## src/rtl/id_ex_stage.sv

```systemverilog
// ID/EX pipeline register: decodes the ALU opcode, resolves forwarded operands
// and holds them for the ALU behind a valid/ready handshake.
module id_ex_stage #(
    parameter int XLEN  = 32,
    parameter int CNT_W = 16
) (
    input  logic             clk,
    input  logic             rst_n,
    input  logic             in_valid,
    output logic             in_ready,
    input  logic [4:0]       rs1_addr,
    input  logic [4:0]       rs2_addr,
    input  logic [4:0]       rd_addr,
    input  logic [XLEN-1:0]  rs1_data,
    input  logic [XLEN-1:0]  rs2_data,
    input  logic [XLEN-1:0]  imm,
    input  logic             alu_src,
    input  logic [1:0]       alu_class,
    input  logic [2:0]       funct3,
    input  logic             funct7_5,
    input  logic             reg_write,
    input  logic             flush,
    input  logic             exm_wr_en,
    input  logic [4:0]       exm_rd,
    input  logic [XLEN-1:0]  exm_data,
    input  logic             mwb_wr_en,
    input  logic [4:0]       mwb_rd,
    input  logic [XLEN-1:0]  mwb_data,
    output logic             out_valid,
    input  logic             out_ready,
    output logic [XLEN-1:0]  ex_ain,
    output logic [XLEN-1:0]  ex_bin,
    output logic [3:0]       ex_aluop,
    output logic [4:0]       ex_rd,
    output logic             ex_reg_write,
    output logic             ex_illegal,
    output logic [CNT_W-1:0] stall_cnt
);

    localparam logic [3:0] OP_AND = 4'b0000;
    localparam logic [3:0] OP_OR  = 4'b0001;
    localparam logic [3:0] OP_ADD = 4'b0010;
    localparam logic [3:0] OP_SUB = 4'b0110;
    localparam logic [3:0] OP_ILL = 4'b1111;

    logic            load;
    logic [3:0]      aluop_d;
    logic            illegal_d;
    logic [XLEN-1:0] rs1_fwd;
    logic [XLEN-1:0] rs2_fwd;

    // EX/MEM is the younger producer, so it takes precedence over MEM/WB.
    function automatic logic [XLEN-1:0] forward(
        input logic [4:0]      addr,
        input logic [XLEN-1:0] rf_data,
        input logic            e_en,
        input logic [4:0]      e_rd,
        input logic [XLEN-1:0] e_data,
        input logic            m_en,
        input logic [4:0]      m_rd,
        input logic [XLEN-1:0] m_data
    );
        if (addr == 5'd0)
            return '0;
        else if (e_en && (e_rd == addr))
            return e_data;
        else if (m_en && (m_rd == addr))
            return m_data;
        else
            return rf_data;
    endfunction

    assign in_ready = !out_valid || out_ready;
    assign load     = in_valid && in_ready && !flush;

    assign rs1_fwd = forward(rs1_addr, rs1_data, exm_wr_en, exm_rd, exm_data,
                             mwb_wr_en, mwb_rd, mwb_data);
    assign rs2_fwd = forward(rs2_addr, rs2_data, exm_wr_en, exm_rd, exm_data,
                             mwb_wr_en, mwb_rd, mwb_data);

    always_comb begin
        aluop_d   = OP_ILL;
        illegal_d = 1'b1;
        case (alu_class)
            2'b00: begin
                aluop_d   = OP_ADD;
                illegal_d = 1'b0;
            end
            2'b01: begin
                aluop_d   = OP_SUB;
                illegal_d = 1'b0;
            end
            2'b10: begin
                case (funct3)
                    3'b000: begin
                        aluop_d   = funct7_5 ? OP_SUB : OP_ADD;
                        illegal_d = 1'b0;
                    end
                    3'b110: begin
                        aluop_d   = OP_OR;
                        illegal_d = 1'b0;
                    end
                    3'b111: begin
                        aluop_d   = OP_AND;
                        illegal_d = 1'b0;
                    end
                    default: ;
                endcase
            end
            default: begin
                case (funct3)
                    3'b000: begin
                        aluop_d   = OP_ADD;
                        illegal_d = 1'b0;
                    end
                    3'b110: begin
                        aluop_d   = OP_OR;
                        illegal_d = 1'b0;
                    end
                    3'b111: begin
                        aluop_d   = OP_AND;
                        illegal_d = 1'b0;
                    end
                    default: ;
                endcase
            end
        endcase
    end

    always_ff @(posedge clk) begin
        if (!rst_n) begin
            out_valid    <= 1'b0;
            ex_ain       <= '0;
            ex_bin       <= '0;
            ex_aluop     <= '0;
            ex_rd        <= '0;
            ex_reg_write <= 1'b0;
            ex_illegal   <= 1'b0;
            stall_cnt    <= '0;
        end else begin
            if (flush) begin
                out_valid <= 1'b0;
            end else if (load) begin
                out_valid    <= 1'b1;
                ex_ain       <= rs1_fwd;
                ex_bin       <= alu_src ? imm : rs2_fwd;
                ex_aluop     <= aluop_d;
                ex_rd        <= rd_addr;
                ex_reg_write <= reg_write && !illegal_d;
                ex_illegal   <= illegal_d;
            end else if (out_ready) begin
                out_valid <= 1'b0;
            end

            if (out_valid && !out_ready && (stall_cnt != '1))
                stall_cnt <= stall_cnt + CNT_W'(1);
        end
    end

endmodule

```

## config.mk

```make
export PLATFORM = sky130hd
export DESIGN_NAME = id_ex_stage
export DESIGN_NICKNAME = d
export VERILOG_FILES = /design/src/rtl/id_ex_stage.sv
export SDC_FILE = /design/constraint.sdc
export NUM_CORES = 1
export LEC_CHECK = 0
export CORE_UTILIZATION = 37
export CTS_CLUSTER_SIZE = 12
export DETAILED_ROUTE_END_ITERATION = 10
export PLACE_DENSITY = 0.79
export SYNTH_ARGS = -nofsm -noshare
export SYNTH_HDL_FRONTEND = slang
export SYNTH_SLANG_ARGS = --single-unit
```

## constraint.sdc

```tcl
create_clock -name clk -period 1.8 [get_ports clk]
set_clock_uncertainty 0.15 [all_clocks]
set_input_delay 0.18 -clock clk [delete_from_list [all_inputs] [get_ports clk]]
set_output_delay 0.18 -clock clk [all_outputs]
set_load 0.01 [all_outputs]
```

-- Yosys cells after proc, flatten, opt, wreduce, memory -nomap -nowiden
Index checks and enable logic that the tools add are counted.
- word-level logic and storage cells: 58
- bits in registers: 92
- input port bits: 200
- output and inout port bits: 93
- add/sub/neg operators: 1
- equal/unequal tests: 9
- bitwise operators: 2
- reduce and logical (&&, ||, !) cells: 23
- muxes and demuxes: 15
- operators with widths (operator ; number):
    two-way mux 32 bit ; 7
    one-hot mux 4 bit (3 select lines) ; 3
    equality test 5 bit ; 4
    adder 16 x 1 -> 16 bit, second input constant ; 1
    != test 16 bit, second input constant ; 1
    zero test 5 bit ; 2
    logical AND 1 bit ; 9
    equality test 3 bit, second input constant ; 2
    zero test 1 bit ; 4
    two-way mux 1 bit ; 4
    OR reduction 2 bit ; 2
    zero test 3 bit ; 1
    two-way mux 3 bit ; 1
    OR reduction 3 bit ; 1
    equality test 2 x 1 -> 1 bit, second input constant ; 1
    equality test 2 bit, second input constant ; 1
    zero test 2 bit ; 1
    NOT 1 bit ; 2
    AND reduction 2 bit ; 1
    nonzero test 2 bit ; 1
    logical OR 1 bit ; 1

-- Depth between registers and ports, before layout
Gate-level depths: netlist of the first run.
- depth in word-level cells: 6
- depth in mapped cells: 8
- depth with buffers taken out: 6

-- Worst setup path after synthesis of the first run
Ideal clock, no wire load.
- path type: register to register
- start: reg stall_cnt[0]
- end: reg stall_cnt[6]
- path slack: -0.077 ns
- cell stages (with the launch flop): 7
- library setup time: 0.115 ns
- buffers on the path: 0
- required time: 1.535 ns
- clock period less this slack: 1.877 ns
- data arrival time: 1.612 ns
- path through: dfxtp_1 > ha_1 > nand2_1 > nor3_2 > a2111oi_0 > xor2_1 > and2_1
- cells in the longest elaborated chain, start to end: 2
- elaborated cells between the ends (all ways): 3
- classes of those cells: add/sub: 1; eq/ne: 1; reduce/logical: 1
- ends and longest elaborated chain (element ; RTL line ; text):
    start, declared ; 37 ; output logic [CNT_W-1:0] stall_cnt
    start signal, assigned ; 156 ; stall_cnt <= stall_cnt + CNT_W'(1);
    parallel branches: the longest is 2 deep, another holds adder 16 x 1 -> 16 bit ; - ;
Parallel ways; which one is timed is not known.
A chain may end at the register's enable or synchronous reset.

-- Final worst setup path of the first run
- start: in rs1_addr[3]
- end: reg ex_ain[23]
- cells in the longest elaborated chain, start to end: 5
- elaborated cells between the ends (all ways): 8
- classes of those cells: eq/ne: 2; mux: 3; reduce/logical: 3
- ends and longest elaborated chain (element ; RTL line ; text):
    start, declared ; 11 ; input logic [4:0] rs1_addr,
    equality test 5 bit ; 67 ; else if (m_en && (m_rd == addr))
    logical AND 1 bit ; 67 ;
    two-way mux 32 bit ; 67 ;
    two-way mux 32 bit ; 65 ; else if (e_en && (e_rd == addr))
    two-way mux 32 bit (*) ; 63 ; if (addr == 5'd0)
    end signal, assigned ; 145 ; ex_ain <= rs1_fwd;
    end, declared ; 31 ; output logic [XLEN-1:0] ex_ain,
Every way passes the cells marked *; elsewhere a longest branch is shown, timed or not.

==> results.ini, run 1 <==
[clock_tree]
cts_htree_levels = 3
clkTransAtPathRegs_ns = 0.07
clock-sinks = 92
cts_buffer_depth = 2
ctsHoldBuffers = 0
cts_tree = built
cts-root-buf = clkbuf_16
numCtsBuffers = 9
clk_latency_ns = 0.35

[critical_path]
crit_path_end_kind = register
reg2reg_slack_ns = 0.02
critPathLaunch = rs1_addr[3]
critPathKind = in2reg
worstReg2RegStart = out_valid
arrival_ns = 1.88
cp.required_ns = 1.89
start_kind = primary input
cp_max_fo = 5

[floorplan]
dieArea_um2 = 16400
ios = 293
initial_utilization = 0.382
die_y_um = 128
die_x_um = 128
row_count = 45
coreArea_um2 = 15400

[timing]
slew_headroom = 0.797
finalMaxSlewViolations = 0
final.min_clock_period_ns = 1.79
max_freq_mhz = 559
setup_tns_ns = 0
tightest_slew_ns = 0.303
fin_ws_ns = 0.00996
final-hold-violation-count = 0
rsz0062_at_grt = yes
finalSetupViolations = 0
whs_ns = 0.0983
timing.final.crit_share = 0.994

[detailed_routing]
antenna_left = 0
vias = 7335
firstDrtPassIters = 5
drt-total-wl_mm = 26.9
post_drt_wl_per_cell_um = 21.4
drt_iter0_drc = 623
drc_errors = 0
via_per_inst = 5.83

[layout]
regArea_um2 = 1850
stdcell_area_um2 = 10700
diodes = 0
fin_util = 0.696
drive_above_1_share = 0.194
layout.nets = 1243
syn2layout_area_growth_pct = 82.1
fin_cells = 1258
multi_input_area_um2 = 3950
nFillCells = 1183

[yosys]
synth_top_area_share = 0.313
netlist_instances = 698
synth_area_leaders = dfxtp_1 (31%), o211ai_1 (8.3%), a221oi_2 (7.7%), mux2i_1 (5.6%), o21ai_0 (5.6%)
synth.top_cells.by_count = dfxtp_1 (92), o21ai_0 (66), o211ai_1 (65), nand2_1 (57), clkbuf_1 (54)
synth-edff-count = 0
async_flop_share = 0
post-synth-top-count-cell = dfxtp_1
synth_top_cell_by_area = dfxtp_1
synth-seq-cells = 92
ys.flop_type = dfxtp_1
ys_seq_area_frac = 0.313
netlist_area_um2 = 5880
synth.avg_cell_area_um2 = 8.42
ys_warn_count = 0
syn_nets = 899
synthDistinctLibCells = 51

[grt]
first_global_vias = 6642
grt-ovfl-total = 0
grt_max_degree = 52
grt_pass1_wl_mm = 36.2
grt_use_total = 0.287
antenna_found_initial = 0

[power_and_ir_drop]
power_leakage_nw = 3.98
ir_drop_mv = 0.542
total_power_mw = 6.22
p_per_area_nw_per_um2 = 581

[placed_design]
place.gp.congestion = 0.813
dp_hpwl_mm = 16.8
port_buffers = 292
dpl_cell_area_um2 = 9530
post-place-ws_ns = -0.640
dp_cells = 1203

[outcome]
status = finished, final reports clean

[min_path]
hold_path_class = in2reg
worstHoldStart = rst_n

[flow_run]
drv_cap = 0

## layer usage
layer,track usage,vias to the layer above,share of wire
met5,0,-,0
met4,0.113,0,0.035
met3,0.0626,74,0.081
met2,0.496,395,0.48
met1,0.345,3508,0.40
li1,-,3358,-
## power breakdown
part	switching [mW]	leakage (nW)	total [mW]	internal, mW
combinational	0.769	3.07	1.84	1.07
clock	0.858	0.153	2.11	1.26
sequential	0.102	0.758	2.27	2.16
total	1.73	3.98	6.22	4.49
## sequential cells by signal, summed over array words and instances, names as in the netlist
name,flops
ex_reg_write,1
ex_aluop,4
stall_cnt,16
ex_bin,32
ex_ain,32
out_valid,1
ex_illegal,1
ex_rd,5
## cell usage in the layout (no fill, tap or decap), drive strengths merged, types with 4 or more instances in the layout
cell type	count
a221oi	32
dlymetal6s2s	4
o22a	32
a21oi	37
nand2	57
o21ai	66
buf	101
nor2	38
inv	4
dfxtp	92
xnor2	9
nor4	6
and2	14
a21boi	11
nand3	9
and3	33
dlygate4sd2	11
clkdlybuf4s50	272
mux2i	33
clkbuf	23
xor2	23
nand4	6
o211ai	65
o31ai	32
## final cells by class
| cell class | count | area share |
|---|---|---|
| Sequential cell | 92 | 0.173 |
| Clock buffer | 12 | 0.0230 |
| Multi-Input combinational cell | 532 | 0.369 |
| Inverter | 4 | 0.00140 |
| Timing Repair Buffer | 403 | 0.402 |
| Clock inverter | 4 | 0.00678 |
| Tap cell | 211 | 0.0247 |
## worst max-delay path: stages
cell and delay (ns):
dlygate4sd2_1 0.28, xor2_1 0.18, nor4_4 0.27, buf_4 0.18, nand3_4 0.09, buf_4 0.17
buf_12 0.13, a221oi_2 0.28, o31ai_2 0.10
## path summary, 6_finish.rpt
path / to / cells after the start
worst max-delay path: ex_ain[23] / 9
worst min-delay path: stall_cnt[1] / 2
worst min register to register: ex_ain[18] / 2
worst max register to register: ex_ain[23] / 6
## timing repair
item / in CTS / in global routing
resized for setup: 34 / 94
buffers inserted: 5 / 16
pin swaps: 6 / 34
setup endpoints to repair: 70 / 77
gates cloned: 4 / 16
## kinds of logic after synthesis
family	count (synthesis)	share of synthesized area
adder cells (fa/ha/maj)	1	0.00213
AND/OR/NAND/NOR	183	0.163
flip-flops	92	0.313
XOR/XNOR	32	0.0477
multiplexers	33	0.0562
AO/OA/AOI/OAI	283	0.365
buffers and inverters	74	0.0530
Power figures use the tool's default switching activity.
==> inputs of run 2 (changes only) <==
==> constraint.sdc (replaced) <==
create_clock -name clk -period 1.8 [get_ports clk]
set_clock_uncertainty 0.15 [all_clocks]
set_input_delay 0.18 -clock clk [delete_from_list [all_inputs] [get_ports clk]]
set_output_delay 0.18 -clock clk [all_outputs]
set_load 0.02 [all_outputs]
==> run 2 against run 1 <==
Net effect:
- the run now ends with setup timing left
- via count shrank 1.8%
- combinational power grew 9.8%
- global-route usage grew 2.9 points
- worst hold slack gained 0.096 ns
- register-to-register slack lost 0.11 ns
- power shrank 0.15%
- final cell count shrank 1.1%
- die area is the same
- critical path depth is the same
- core utilization grew 1.8 points
- clock-buffer cell count shrank 3
- setup slack lost 0.10 ns
- largest power group unchanged
==> results.ini, run 2 (same netlist as run 1, synthesis figures left out) <==
[timing]
max_freq_mhz = 529  ; -5.4%
finalMaxSlewViolations = 0  ; unchanged
final.min_clock_period_ns = 1.89  ; +0.101 ns
fin_ws_ns = -0.0913  ; -0.101 ns
rsz0062_at_grt = yes
finalSetupViolations = 43  ; +43
timing.final.crit_share = 1.05  ; +0.0563
slew_headroom = 0.632  ; -0.165
final-hold-violation-count = 0  ; unchanged
setup_tns_ns = -2.14  ; -2.14 ns
tightest_slew_ns = 0.553  ; +0.250 ns

[placed_design]
port_buffers = 292  ; unchanged
dp_hpwl_mm = 17.4  ; +3.2%
dp_cells = 1200  ; -0.25%
place.gp.congestion = 0.954  ; +17%

[grt]
met3_usage = 0.0680  ; +0.00543
grtUsageMet2 = 0.545  ; +0.0486
grt-ovfl-total = 0  ; unchanged
antenna_found_initial = 0  ; unchanged
grt.met1_usage = 0.367  ; +0.0225
busiest_layer = met2
grt_max_degree = 49  ; -5.8%
grt_use_total = 0.316  ; +0.0294
grt_pass1_wl_mm = 39.6  ; +9.3%
first_global_vias = 7226  ; +8.8%

[layout]
nFillCells = 1180  ; -0.25%
diodes = 0  ; unchanged
final_common_cell = clkdlybuf4s50_1
mostFrequentLayoutCells = clkdlybuf4s50_1 (268), dfxtp_1 (83), o211ai_1 (65), buf_4 (50)
fin_util = 0.714  ; +0.0177
syn2layout_area_growth_pct = 86.7
fin_cells = 1244  ; -1.1%
drive_above_1_share = 0.241  ; +0.0472
multi_input_area_um2 = 4410  ; +12%
reg_top3 = ex_ain x32, ex_bin x32, stall_cnt x16
layout.nets = 1229  ; -1.1%
regArea_um2 = 1860  ; +0.54%

[clock_tree]
numCtsBuffers = 9  ; unchanged
clkTransAtPathRegs_ns = 0.07  ; about the same
clk_latency_ns = 0.35  ; about the same
cts_htree_levels = 3  ; unchanged
cts-root-buf = clkbuf_16
clock-sinks = 92  ; unchanged
cts_buffer_depth = 2  ; unchanged
cts_tree = built

[detailed_routing]
drt-total-wl_mm = 26.7  ; -0.69%
drt_iter0_drc = 433  ; -30%
post_drt_wl_per_cell_um = 21.5  ; +0.43%
firstDrtPassIters = 9  ; +4
antenna_left = 0  ; unchanged
vias = 7200  ; -1.8%
drc_errors = 0  ; unchanged
via_per_inst = 5.79  ; -0.74%

[floorplan]
die_x_um = 128  ; unchanged
die_y_um = 128  ; unchanged
ios = 293  ; unchanged
initial_utilization = 0.382  ; unchanged
dieArea_um2 = 16400  ; unchanged
coreArea_um2 = 15400  ; unchanged
row_count = 45  ; unchanged

[critical_path]
crit_path_end_kind = register
start_kind = register
cp.required_ns = 1.89  ; about the same
cp_max_fo = 10  ; +5
arrival_ns = 1.98  ; +0.10 ns
critPathKind = reg2reg

[min_path]
hold_path_class = in2reg

[flow_run]
drv_cap = 0  ; unchanged

[power_and_ir_drop]
power_leakage_nw = 3.99  ; +0.23%
p_per_area_nw_per_um2 = 566  ; -2.6%
ir_drop_mv = 0.425  ; -22%

[outcome]
violations = setup timing
status = complete, but fails checks

==> run 2: metal layers <==
metal | vias to the layer above | share of wire
li1 | 3349 | -
met1 | 3414 | 0.39
met2 | 356 | 0.49
met4 | 0 | 0.042
met5 | - | 0
met3 | 81 | 0.070
==> run 2: layout make-up <==
cell class	instances	area share
multi-input cells	532	0.402
repair buffers	389	0.376
flip-flops and latches	92	0.170
well taps	211	0.0241
clock buffers	9	0.0205
clock inverters	7	0.00582
inverters	4	0.00160
==> run 2: timing repair <==
item                                    4_1_cts  5_1_grt
resized for setup                           139       80
setup buffers                                12        6
hold buffers                                  0        0
pin swaps                                    46       21
endpoints found under the setup margin       66       83
gates cloned                                 11        3
==> run 2: metrics by stage <==
stage	setup slack [ns]	hold slack [ns]	power [mW]	area, um^2
after global routing	-0.146	0.224	6.46	11000
after detailed placement	-0.564	0.290	4.04	9560
after global placement	-0.559	0.284	4.02	9560
after CTS	-0.0604	0.201	6.13	10600
after floorplan	-0.0177	0.0963	3.02	5940
final	-0.0913	0.195	6.21	11000
==> run 2: final timing paths <==
check / from / to / slack (ns) / cells past startpoint
hold / removal: rst_n / ex_bin[22] / 0.19 / 4
setup / recovery: out_valid / ex_ain[29] / -0.09 / 9
hold reg to reg: ex_ain[18] / ex_ain[18] / 0.31 / 2
setup reg to reg: out_valid / ex_ain[29] / -0.09 / 9
==> run 2: report_power, final <==
part,internal [mW],total (mW),switching (mW)
Sequential,2.16,2.27,0.112
Clock,0.974,1.92,0.946
Combinational,1.10,2.02,0.919
Total,4.23,6.21,1.98
==> run 2: critical path, cell delays in order, from the launching register on <==
cell	delay [ns]
dfxtp_4	0.34
and2b_2	0.22
buf_6	0.13
inv_4	0.05
nand3b_1	0.16
buf_6	0.20
and2_4	0.20
buf_12	0.17
nand2_2	0.09
o31ai_4	0.07
==> inputs of run 3 (changes only) <==
--- a/config.mk
+++ b/config.mk
@@ -5,10 +5,10 @@
 export SDC_FILE = /design/constraint.sdc
 export NUM_CORES = 1
 export LEC_CHECK = 0
-export CORE_UTILIZATION = 37
+export CORE_UTILIZATION = 40
 export CTS_CLUSTER_SIZE = 12
 export DETAILED_ROUTE_END_ITERATION = 10
-export PLACE_DENSITY = 0.79
+export PLACE_DENSITY = 0.81
 export SYNTH_ARGS = -nofsm -noshare
 export SYNTH_HDL_FRONTEND = slang
 export SYNTH_SLANG_ARGS = --single-unit
==> constraint.sdc (replaced) <==
create_clock -name clk -period 2.2 [get_ports clk]
set_clock_uncertainty 0.15 [all_clocks]
set_input_delay 0.22 -clock clk [delete_from_list [all_inputs] [get_ports clk]]
set_output_delay 0.22 -clock clk [all_outputs]
set_load 0.02 [all_outputs]
==> run 3 against run 2 <==
Net effect:
- the flow now finishes without violations
- clock-buffer cell count did not move
- sequential share of layout area rose by 2.2 points
- clock power fell by 14%
- critical endpoint is now ex_bin[26]
- largest cell class unchanged
- largest power group unchanged
==> results.ini, run 3 (same netlist as run 1, synthesis figures left out) <==
[outcome]
status = finished, final reports clean

[floorplan]
dieArea_um2 = 15200  ; -7.4%
ios = 293  ; unchanged
die_y_um = 123  ; -3.8%
coreArea_um2 = 14100  ; -8.3%
row_count = 43  ; -4.4%
initial_utilization = 0.417  ; +0.0346
die_x_um = 123  ; -3.8%

[power_and_ir_drop]
power_leakage_nw = 3.39  ; -15%
p_per_area_nw_per_um2 = 510  ; -9.9%
swShare = 0.297  ; -0.0214
ir_drop_mv = 0.324  ; -24%
combPwrFrac = 0.285  ; -0.041
power_frac_clock = 0.336  ; +0.027
total_power_mw = 4.89  ; -21%
p_sw_mw = 1.45  ; -26%
cellInternalPower_mw = 3.44  ; -19%
sequentialPowerShare = 0.379  ; +0.014

[min_path]
hold_path_class = in2reg

[critical_path]
slowest_stage = clkdlybuf4s50_1
start_kind = primary input
cpPeakStageDelay_ns = 0.47  ; +0.13 ns
cp_max_fo = 19  ; +9
critPathKind = in2reg
cp.required_ns = 2.28  ; +0.39 ns
crit_path_end_kind = register
arrival_ns = 2.21  ; +0.23 ns
crit_chain = clkdlybuf4s50_1, xor2_1, nor4_1, and3_2, buf_12, mux2i_1, o21ai_0

[timing]
setup_tns_ns = 0  ; +2.14 ns
slew_headroom = 0.642  ; +0.0106
max_freq_mhz = 470
finalSetupViolations = 0  ; -100%
finalMaxSlewViolations = 0  ; unchanged
final.min_clock_period_ns = 2.13
timing.final.crit_share = 0.968
rsz0062_at_grt = no
tightest_slew_ns = 0.523  ; -0.0294 ns
final-hold-violation-count = 0  ; unchanged

[layout]
mostFrequentLayoutCells = clkdlybuf4s50_1 (291), dfxtp_1 (92), o21ai_0 (66), o211ai_1 (65), nand2_1 (57)
reg_top3 = ex_ain x32, ex_bin x32, stall_cnt x16
nFillCells = 1232  ; +4.4%
fin_util = 0.681  ; -0.0332
layout.nets = 1176  ; -4.3%
stdcell_area_um2 = 9600  ; -13%
regArea_um2 = 1840  ; -1.1%
multi_input_area_um2 = 3760  ; -15%
drive_above_1_share = 0.107  ; -0.134
syn2layout_area_growth_pct = 63.3
final_common_cell = clkdlybuf4s50_1
fin_cells = 1160  ; -6.8%
diodes = 0  ; unchanged

[grt]
grt-ovfl-total = 0  ; unchanged
grtUsageMet2 = 0.511  ; -0.0336
grt.met1_usage = 0.360  ; -0.00709
grt_max_degree = 79  ; +61%
grt_use_total = 0.297  ; -0.0188
first_global_vias = 6560  ; -9.2%
met3_usage = 0.0577  ; -0.0104
busiest_layer = met2
antenna_found_initial = 0  ; unchanged
grt_pass1_wl_mm = 34.8  ; -12%

[placed_design]
dp_cells = 1144  ; -4.7%
dpl_cell_area_um2 = 9290  ; -2.9%
dp_hpwl_mm = 16.6  ; -4.4%
port_buffers = 292  ; unchanged
place.gp.congestion = 0.842  ; -12%

[clock_tree]
cts_htree_levels = 3  ; unchanged
ctsResizeCount = 0  ; -100%
ctsHoldBuffers = 0  ; unchanged
cts_buffer_depth = 2  ; unchanged
clock-sinks = 92  ; unchanged
cts_tree = built
cts-root-buf = clkbuf_16
clkTransAtPathRegs_ns = 0.07  ; about the same
clk_latency_ns = 0.35  ; about the same
postCtsSetupRepairBufs = 0  ; -12
numCtsBuffers = 9  ; unchanged

[flow_run]
drv_cap = 0  ; unchanged

[detailed_routing]
post_drt_wl_per_cell_um = 19.6  ; -8.9%
via_per_inst = 5.80  ; +0.27%
drt-total-wl_mm = 22.7  ; -15%
firstDrtPassIters = 5  ; -4
drc_errors = 0  ; unchanged
drt_iter0_drc = 493  ; +14%
vias = 6732  ; -6.5%
antenna_left = 0  ; unchanged

[run 3: cell types whose count changed in the layout (fill, tap and decap cells not counted), sizes merged, moves of 2 or more]
cell	previous run	this run
clkdlybuf4s15	2	0
clkdlybuf4s50	268	291
buf	95	45
dlygate4sd2	19	0
clkbuf	12	9
[run 3: worst paths after layout]
path,end,slack [ns],depth (start not counted),start
max,ex_bin[26],0.07,7,rs2_addr[4]
max reg2reg,stall_cnt[6],0.21,7,stall_cnt[0]
min,stall_cnt[12],0.13,2,rst_n
min reg2reg,ex_ain[11],0.30,2,ex_ain[11]
[run 3: layout make-up]
type / instances / area share
well taps: 180 / 0.0235
repair buffers: 336 / 0.360
inverters: 4 / 0.00156
flip-flops and latches: 92 / 0.192
multi-input cells: 532 / 0.391
clock inverters: 7 / 0.00848
clock buffers: 9 / 0.0235
[run 3: per-stage QoR]
stage,worst slack [ns],hold slack (ns)
2_1_floorplan,0.229,0.146
3_3_place_gp,-0.199,0.285
3_5_place_dp,-0.244,0.289
4_1_cts,0.0718,0.117
5_1_grt,0.0119,0.131
6_report,0.0714,0.130
[run 3: metal layers]
| metal | vias to the layer above | wire length (um) |
|---|---|---|
| li1 | 3216 | - |
| met1 | 3149 | 9250 |
| met2 | 326 | 11100 |
| met3 | 41 | 1710 |
| met4 | 0 | 663 |
| met5 | - | 0 |
[run 3: critical path: cells and delay by family]
family | cells | cell delay [ns]
xor+xnor | 1 | 0.19
simple gates | 2 | 0.77
compound gates | 1 | 0.11
buf+inv | 2 | 0.67
mux | 1 | 0.23
[run 3: power groups by stage]
stage | Sequential, mW | Clock [mW] | Combinational [mW]
global placement | 1.89 | 0 | 1.37
finish | 1.85 | 1.65 | 1.39
CTS | 1.85 | 1.67 | 1.39
detailed placement | 1.89 | 0 | 1.39
floorplan | 2.00 | 0 | 0.466
global route | 1.87 | 1.73 | 1.48
